--- config.mk ---
export PLATFORM = sky130hd
export DESIGN_NAME = req_pending_ctrl
export DESIGN_NICKNAME = d
export VERILOG_FILES = /design/src/rtl/req_pending_ctrl_pkg.sv /design/src/rtl/req_pending_ctrl_sticky.sv /design/src/rtl/req_pending_ctrl.sv
export SDC_FILE = /design/constraint.sdc
export NUM_CORES = 1
export LEC_CHECK = 0
export CORE_MARGIN = 4
export CORE_UTILIZATION = 35
export CTS_BUF_LIST = sky130_fd_sc_hd__clkbuf_4 sky130_fd_sc_hd__clkbuf_8
export DETAILED_ROUTE_END_ITERATION = 6
export GPL_ROUTABILITY_DRIVEN = 0
export PLACE_DENSITY = 0.9
export RECOVER_POWER = 25
export SYNTH_ARGS = -nofsm -noshare
export SYNTH_HDL_FRONTEND = slang
export SYNTH_SLANG_ARGS = --single-unit
--- constraint.sdc ---
create_clock -name clk -period 2.1 [get_ports clk]
set_input_delay 0.315 -clock clk [delete_from_list [all_inputs] [get_ports clk]]
set_output_delay 0.315 -clock clk [all_outputs]
set_load 0.02 [all_outputs]
--- src/rtl/req_pending_ctrl_pkg.sv ---
// Shared types and constants for the request-pending front end of the 8-input encoder.
// Consumers: req_sticky_reg, req_pending_ctrl (optional overflow feature: REQ_PEND_OVF_EN).
package req_pkg;

    localparam int unsigned NUM_REQ = 8;
    localparam int unsigned IDX_W   = $clog2(NUM_REQ);

    typedef logic [NUM_REQ-1:0] req_vec_t;
    typedef logic [IDX_W-1:0]   req_idx_t;

    typedef enum logic {
        IDLE,
        OFFER
    } svc_state_e;

    function automatic req_vec_t idx_onehot(input req_idx_t idx);
        return req_vec_t'(1) << idx;
    endfunction

endpackage

--- src/rtl/req_pending_ctrl_sticky.sv ---
// Sticky pending register: set-over-clear per line, plus optional duplicate-pulse
// overflow flags when REQ_PEND_OVF_EN is defined.
module req_sticky_reg
    import req_pkg::*;
(
    input  logic               clk,
    input  logic               rst_n,
    input  logic [NUM_REQ-1:0] set_mask,
    input  logic [NUM_REQ-1:0] clr_mask,
`ifdef REQ_PEND_OVF_EN
    input  logic               ovf_clr,
    output logic [NUM_REQ-1:0] ovf,
`endif
    output logic [NUM_REQ-1:0] pending
);

    always_ff @(posedge clk or negedge rst_n) begin
        if (!rst_n) begin
            pending <= '0;
        end else begin
            pending <= (pending & ~clr_mask) | set_mask;
        end
    end

`ifdef REQ_PEND_OVF_EN
    req_vec_t ovf_set;

    // A pulse only overflows if the bit survives this cycle's clear.
    assign ovf_set = set_mask & pending & ~clr_mask;

    always_ff @(posedge clk or negedge rst_n) begin
        if (!rst_n) begin
            ovf <= '0;
        end else begin
            ovf <= (ovf_clr ? '0 : ovf) | ovf_set;
        end
    end
`endif

endmodule

--- src/rtl/req_pending_ctrl.sv ---
// Request capture and service-offer FSM in front of the 8-input priority encoder.
// Optional overflow flags (ovf/ovf_clr) are present only when REQ_PEND_OVF_EN is defined.
module req_pending_ctrl
    import req_pkg::*;
(
    input  logic               clk,
    input  logic               rst_n,
    input  logic [NUM_REQ-1:0] req_pulse,
    input  logic [NUM_REQ-1:0] req_en,
    output logic [NUM_REQ-1:0] req_vec,
    input  logic [IDX_W-1:0]   enc_grant,
    input  logic               enc_valid,
    output logic               svc_valid,
    output logic [IDX_W-1:0]   svc_id,
    input  logic               svc_ready,
    output logic [NUM_REQ-1:0] pending
`ifdef REQ_PEND_OVF_EN
    ,
    output logic [NUM_REQ-1:0] ovf,
    input  logic               ovf_clr
`endif
);

    svc_state_e state;
    svc_state_e state_next;
    logic       load_id;
    logic       accept;
    req_vec_t   clr_mask;

    req_sticky_reg u_sticky (
        .clk      (clk),
        .rst_n    (rst_n),
        .set_mask (req_pulse),
        .clr_mask (clr_mask),
`ifdef REQ_PEND_OVF_EN
        .ovf_clr  (ovf_clr),
        .ovf      (ovf),
`endif
        .pending  (pending)
    );

    assign req_vec = pending & req_en;

    always_ff @(posedge clk or negedge rst_n) begin
        if (!rst_n) begin
            state <= IDLE;
        end else begin
            state <= state_next;
        end
    end

    // An offer, once raised, is held regardless of encoder or enable changes.
    always_comb begin
        state_next = state;
        case (state)
            IDLE:    if (enc_valid) state_next = OFFER;
            OFFER:   if (svc_ready) state_next = IDLE;
            default: state_next = IDLE;
        endcase
    end

    always_comb begin
        svc_valid = (state == OFFER);
        load_id   = (state == IDLE) && enc_valid;
        accept    = svc_valid && svc_ready;
        clr_mask  = accept ? idx_onehot(svc_id) : '0;
    end

    always_ff @(posedge clk or negedge rst_n) begin
        if (!rst_n) begin
            svc_id <= '0;
        end else if (load_id) begin
            svc_id <= enc_grant;
        end
    end

endmodule

# Word level (Yosys, flattened, before mapping)
# Index checks and enable logic that the tools add are counted.
[classes]
bitwise = 5
mux = 4
shift = 1
reduce_logical = 2
[ops]
columns = ["operator", "n"]
rows = [
  ["8-bit bitwise AND", 2],
  ["8-bit two-way mux", 1],
  ["8-bit inverter", 1],
  ["8-bit OR", 1],
  ["1-bit by 3-bit << shifter with 8-bit output (first input constant)", 1],
  ["1-bit logical AND", 2],
  ["1-bit two-way mux", 2],
  ["1-bit one-hot mux with 2 select lines", 1],
  ["1-bit inverter", 1],
]
[totals]
wordCells = 15
reg_bits = 12
in_bits = 23
out_inout_bits = 20

# Logic depth before layout (Yosys ltp)
[logic_depth]
word_depth = 5
mapped_depth = 3

# Modules after synthesis
# From an unflattened synthesis, not the netlist that was laid out.
[hier_totals]
hier_cells = 56
hier_area_um2 = 561.8
[by_module_without_submodules]
columns = ["mod", "cells_each", "seq_area_each_um2", "instances", "area_each_um2"]
rows = [
  ["req_sticky_reg", 24, 200.2, 1, 290.3],
  ["req_pending_ctrl", 32, 100.1, 1, 271.5],
]

# Worst setup path before layout
# OpenSTA, ideal clock, no wires.
[synth_timing]
path_type = "reg2reg"
from = "register state, in the netlist svc_valid"
to = "register svc_id[0]"
t_arrival_ps = 977
path_stages_with_launch = 3
n_path_buf = 0
t_required_ps = 1975
path_slack_ps = 997
path_cell_list = "dfrtp_1 nor2b_4 mux2_4"
[synth_between]
elab_chain_len = 2
[synth_lines]
columns = ["item", "line", "text"]
rows = [
  ["start: declaration", "req_pending_ctrl.sv:24", "svc_state_e state;"],
  ["start signal: assignment", "req_pending_ctrl.sv:48", "state <= state_next;"],
  ["1-bit inverter", "req_pending_ctrl.sv:64", "load_id = (state == IDLE) && enc_valid;"],
  ["1-bit logical AND", "req_pending_ctrl.sv:64", ""],
  ["end signal: assignment", "req_pending_ctrl.sv:73", "svc_id <= enc_grant;"],
  ["end: declaration", "req_pending_ctrl.sv:14", "output logic [IDX_W-1:0] svc_id,"],
]
# Every way passes these cells.
# A chain may end at the register's enable or synchronous reset.

# Worst setup path after layout
[layout_timing]
from = "input req_en[3]"
to = "output req_vec[3]"
[layout_between]
elab_chain_len = 1
[layout_lines]
columns = ["item", "line", "text"]
rows = [
  ["start: declaration", "req_pending_ctrl.sv:9", "input logic [NUM_REQ-1:0] req_en,"],
  ["8-bit bitwise AND", "req_pending_ctrl.sv:42", "assign req_vec = pending & req_en;"],
  ["end: declaration", "req_pending_ctrl.sv:10", "output logic [NUM_REQ-1:0] req_vec,"],
]
# Every way passes these cells.

==> impl_metrics.env <==
export IMPL_status="finished clean"
export IMPL_synth_mux_area_fraction=0.0764
export IMPL_path_max_fanout=1
export IMPL_synth_fa_ha_area_frac=0
export IMPL_r2r_start="svc_valid"
export IMPL_power_share_switching=0.300
export IMPL_synth_top_area_share=0.510
export IMPL_clock_path_buffers=2
export IMPL_syn_inst=54
export IMPL_synth_xor_xnor_area_share=0
export IMPL_cts_resized=0
export IMPL_power_frac_clock=0.193
export IMPL_slew_limit_headroom=0.659
export IMPL_cts_made_buffers=3
export IMPL_drt_iter0_markers=3
export IMPL_top_usage_layer="met2"
export IMPL_rsz0062_at_grt="no"
export IMPL_fmaxAchievable_mhz=550
export IMPL_clock_latency_ns=0.25
export IMPL_fin_skew_ns=0.00275
export IMPL_synth_seq_cells=12
export IMPL_antenna_found_initial=0
export IMPL_period_share=0.865
export IMPL_r2r_slack_ns=1.03
export IMPL_grt_pass1_vias=614
export IMPL_cts_htree_levels=1
export IMPL_synth_area_top_cells="dfrtp_1, and2_1, mux2_4"
export IMPL_drc=0
export IMPL_coreArea_um2=1540
export IMPL_grt_use_met1=0.146
export IMPL_clock_root_buffer="clkbuf_4"
export IMPL_via_per_inst=4.96
export IMPL_dieArea_um2=2400
export IMPL_netlist_area_um2=589
export IMPL_p_leak_nw=0.407
export IMPL_endpoint_kind="primary output"
export IMPL_layout_drive_gt1_share=0.124
export IMPL_dp_hpwl_mm=1.22
export IMPL_synthToLayoutAreaGrowth_pct=76.9
export IMPL_p_int_w=0.000462
export IMPL_comb_power_share=0.355
export IMPL_cp_start_kind="primary input"
export IMPL_wl_per_cell_um=12.9
export IMPL_routed_wl_mm=1.45
export IMPL_synth_top_family_by_area="simple AND/OR/NAND/NOR gates"
export IMPL_vias=560
export IMPL_dr_pass1_iters=4
export IMPL_seqPwrFrac=0.452
export IMPL_worstPathRequired_ns=1.78
export IMPL_globalRouteMet2Util=0.235
export IMPL_yosys_warnings=0
export IMPL_hold_class="primary input to asynchronous set/reset pin"
export IMPL_ir_drop_mv=0.567
export IMPL_ys_seq_area_frac=0.510
export IMPL_power_switching_w=0.000198
export IMPL_fin_hold_ws_ns=0.466
export IMPL_chipHeight_um=49.0
export IMPL_initial_core_util=0.382
export IMPL_worstSetupPathType="primary input to primary output"
export IMPL_post_cts_setup_buffer_count=0
export IMPL_cts_tree="done"
export IMPL_fin_crit_ns=1.82
export IMPL_row_count=14
export IMPL_track_usage=0.134
export IMPL_final_cell_mix="clkdlybuf4s50_1, dfrtp_1, nor2_1, and2_1, a21oi_1"
export IMPL_final_hold_viol_count=0
export IMPL_r2r_end="svc_id[1]"
export IMPL_grt_max_degree=13
export IMPL_drv_cap=0
export IMPL_grt_overflow=0
export IMPL_synth_compound_area_share=0.121
export IMPL_worst_ep_arrival_time_ns=1.50
export IMPL_synthSimpleGateAreaFrac=0.257
export IMPL_maxSlewViolCount=0
export IMPL_power_density_nw_per_um2=633
export IMPL_clock_sinks=12
export IMPL_fillers=132
export IMPL_die_w_um=49.0
export IMPL_synth_nets=77
export IMPL_portBuffers=42
export IMPL_worst_pin_slew_ns=0.510
export IMPL_setup_viol=0
export IMPL_yosysUniqueCellTypes=14
export IMPL_diodes=0
export IMPL_fin_setup_tns_ns=0
export IMPL_postRouteAntennaNets=0
export IMPL_cts_hold_buf=0
export IMPL_yosysTopAreaCell="dfrtp_1"
export IMPL_ff2ff_path_depth=2
export IMPL_nets=122
export IMPL_final_common_cell="clkdlybuf4s50_1"
export IMPL_syn_avg_cell_area_um2=10.9
export IMPL_grt_pass1_wl_mm=2.63
export IMPL_pin_count=43
export IMPL_clk_pin_slew_ns=0.07
export IMPL_use_met3=0.0520
-- flip-flops by register name (all words and copies together) (netlist names) --
name	cells
svc_id	3
svc_valid	1
u_sticky.pending	8
-- per-stage QoR --
stage               total power, W  setup slack, ns  utilization  instance area [um2]  std cells
finish                    0.000660            0.282        0.676                 1040        113
global route              0.000701            0.205        0.676                 1040        113
CTS                       0.000668            0.277        0.676                 1040        113
detailed placement        0.000539            0.282        0.662                 1020        110
global placement          0.000533            0.313        0.662                 1020        110
floorplan                 0.000410            0.997            -                  589         54
-- worst max-delay path by stage --
| stage | from | slack (ns) | end | cells after the start |
|---|---|---|---|---|
| 6_report | req_en[3] | 0.28 | req_vec[3] | 3 |
| 5_1_grt | svc_id[1] | 0.20 | svc_id[1] | 1 |
| 4_1_cts | req_en[3] | 0.28 | req_vec[3] | 3 |
| 3_5_place_dp | req_en[3] | 0.28 | req_vec[3] | 3 |
| 3_3_place_gp | req_en[7] | 0.31 | req_vec[7] | 3 |
| 2_1_floorplan | svc_valid | 1.0 | svc_id[0] | 2 |
-- worst max-delay path: stages --
cell and delay, ns:
clkdlybuf4s50_1 0.46, and2_1 0.13, clkdlybuf4s50_1 0.60
-- logic make-up after synthesis --
kind of cell / after synthesis
AO/OA/AOI/OAI: 9
buffers and inverters: 5
flip-flops: 12
AND/OR/NAND/NOR: 25
multiplexers: 3
-- routing by layer --
metal  routed length [um]  up-vias
met2                  692       31
met5                    0        -
met4                    5        0
li1                     -      277
met3                  155        2
met1                  599      250
-- cells in the mapped netlist --
master / count
a21o_2: 1
a21oi_1: 6
a41oi_2: 2
and2_1: 8
and3_2: 1
and3b_2: 1
buf_2: 2
dfrtp_1: 12
inv_1: 3
mux2_4: 3
nor2_1: 8
nor2b_4: 1
nor3_1: 2
nor3b_1: 4
-- power groups by stage --
stage | logic [W] | clock network, W | registers (W)
after floorplan | 0.000104 | 0 | 0.000306
after global placement | 0.000233 | 0 | 0.000300
after detailed placement | 0.000237 | 0 | 0.000303
after CTS | 0.000238 | 0.000132 | 0.000298
after global routing | 0.000249 | 0.000147 | 0.000305
final | 0.000235 | 0.000127 | 0.000298
-- layout make-up --
type	count	area, um2	area share
clock buffers	3	22.5	0.0216
inverters	3	11.3	0.0108
multi-input cells	37	268	0.257
flip-flops and latches	12	300	0.288
well taps	16	20.0	0.0192
repair buffers	42	420	0.403
Note: power is estimated with default switching activity, not from simulation.
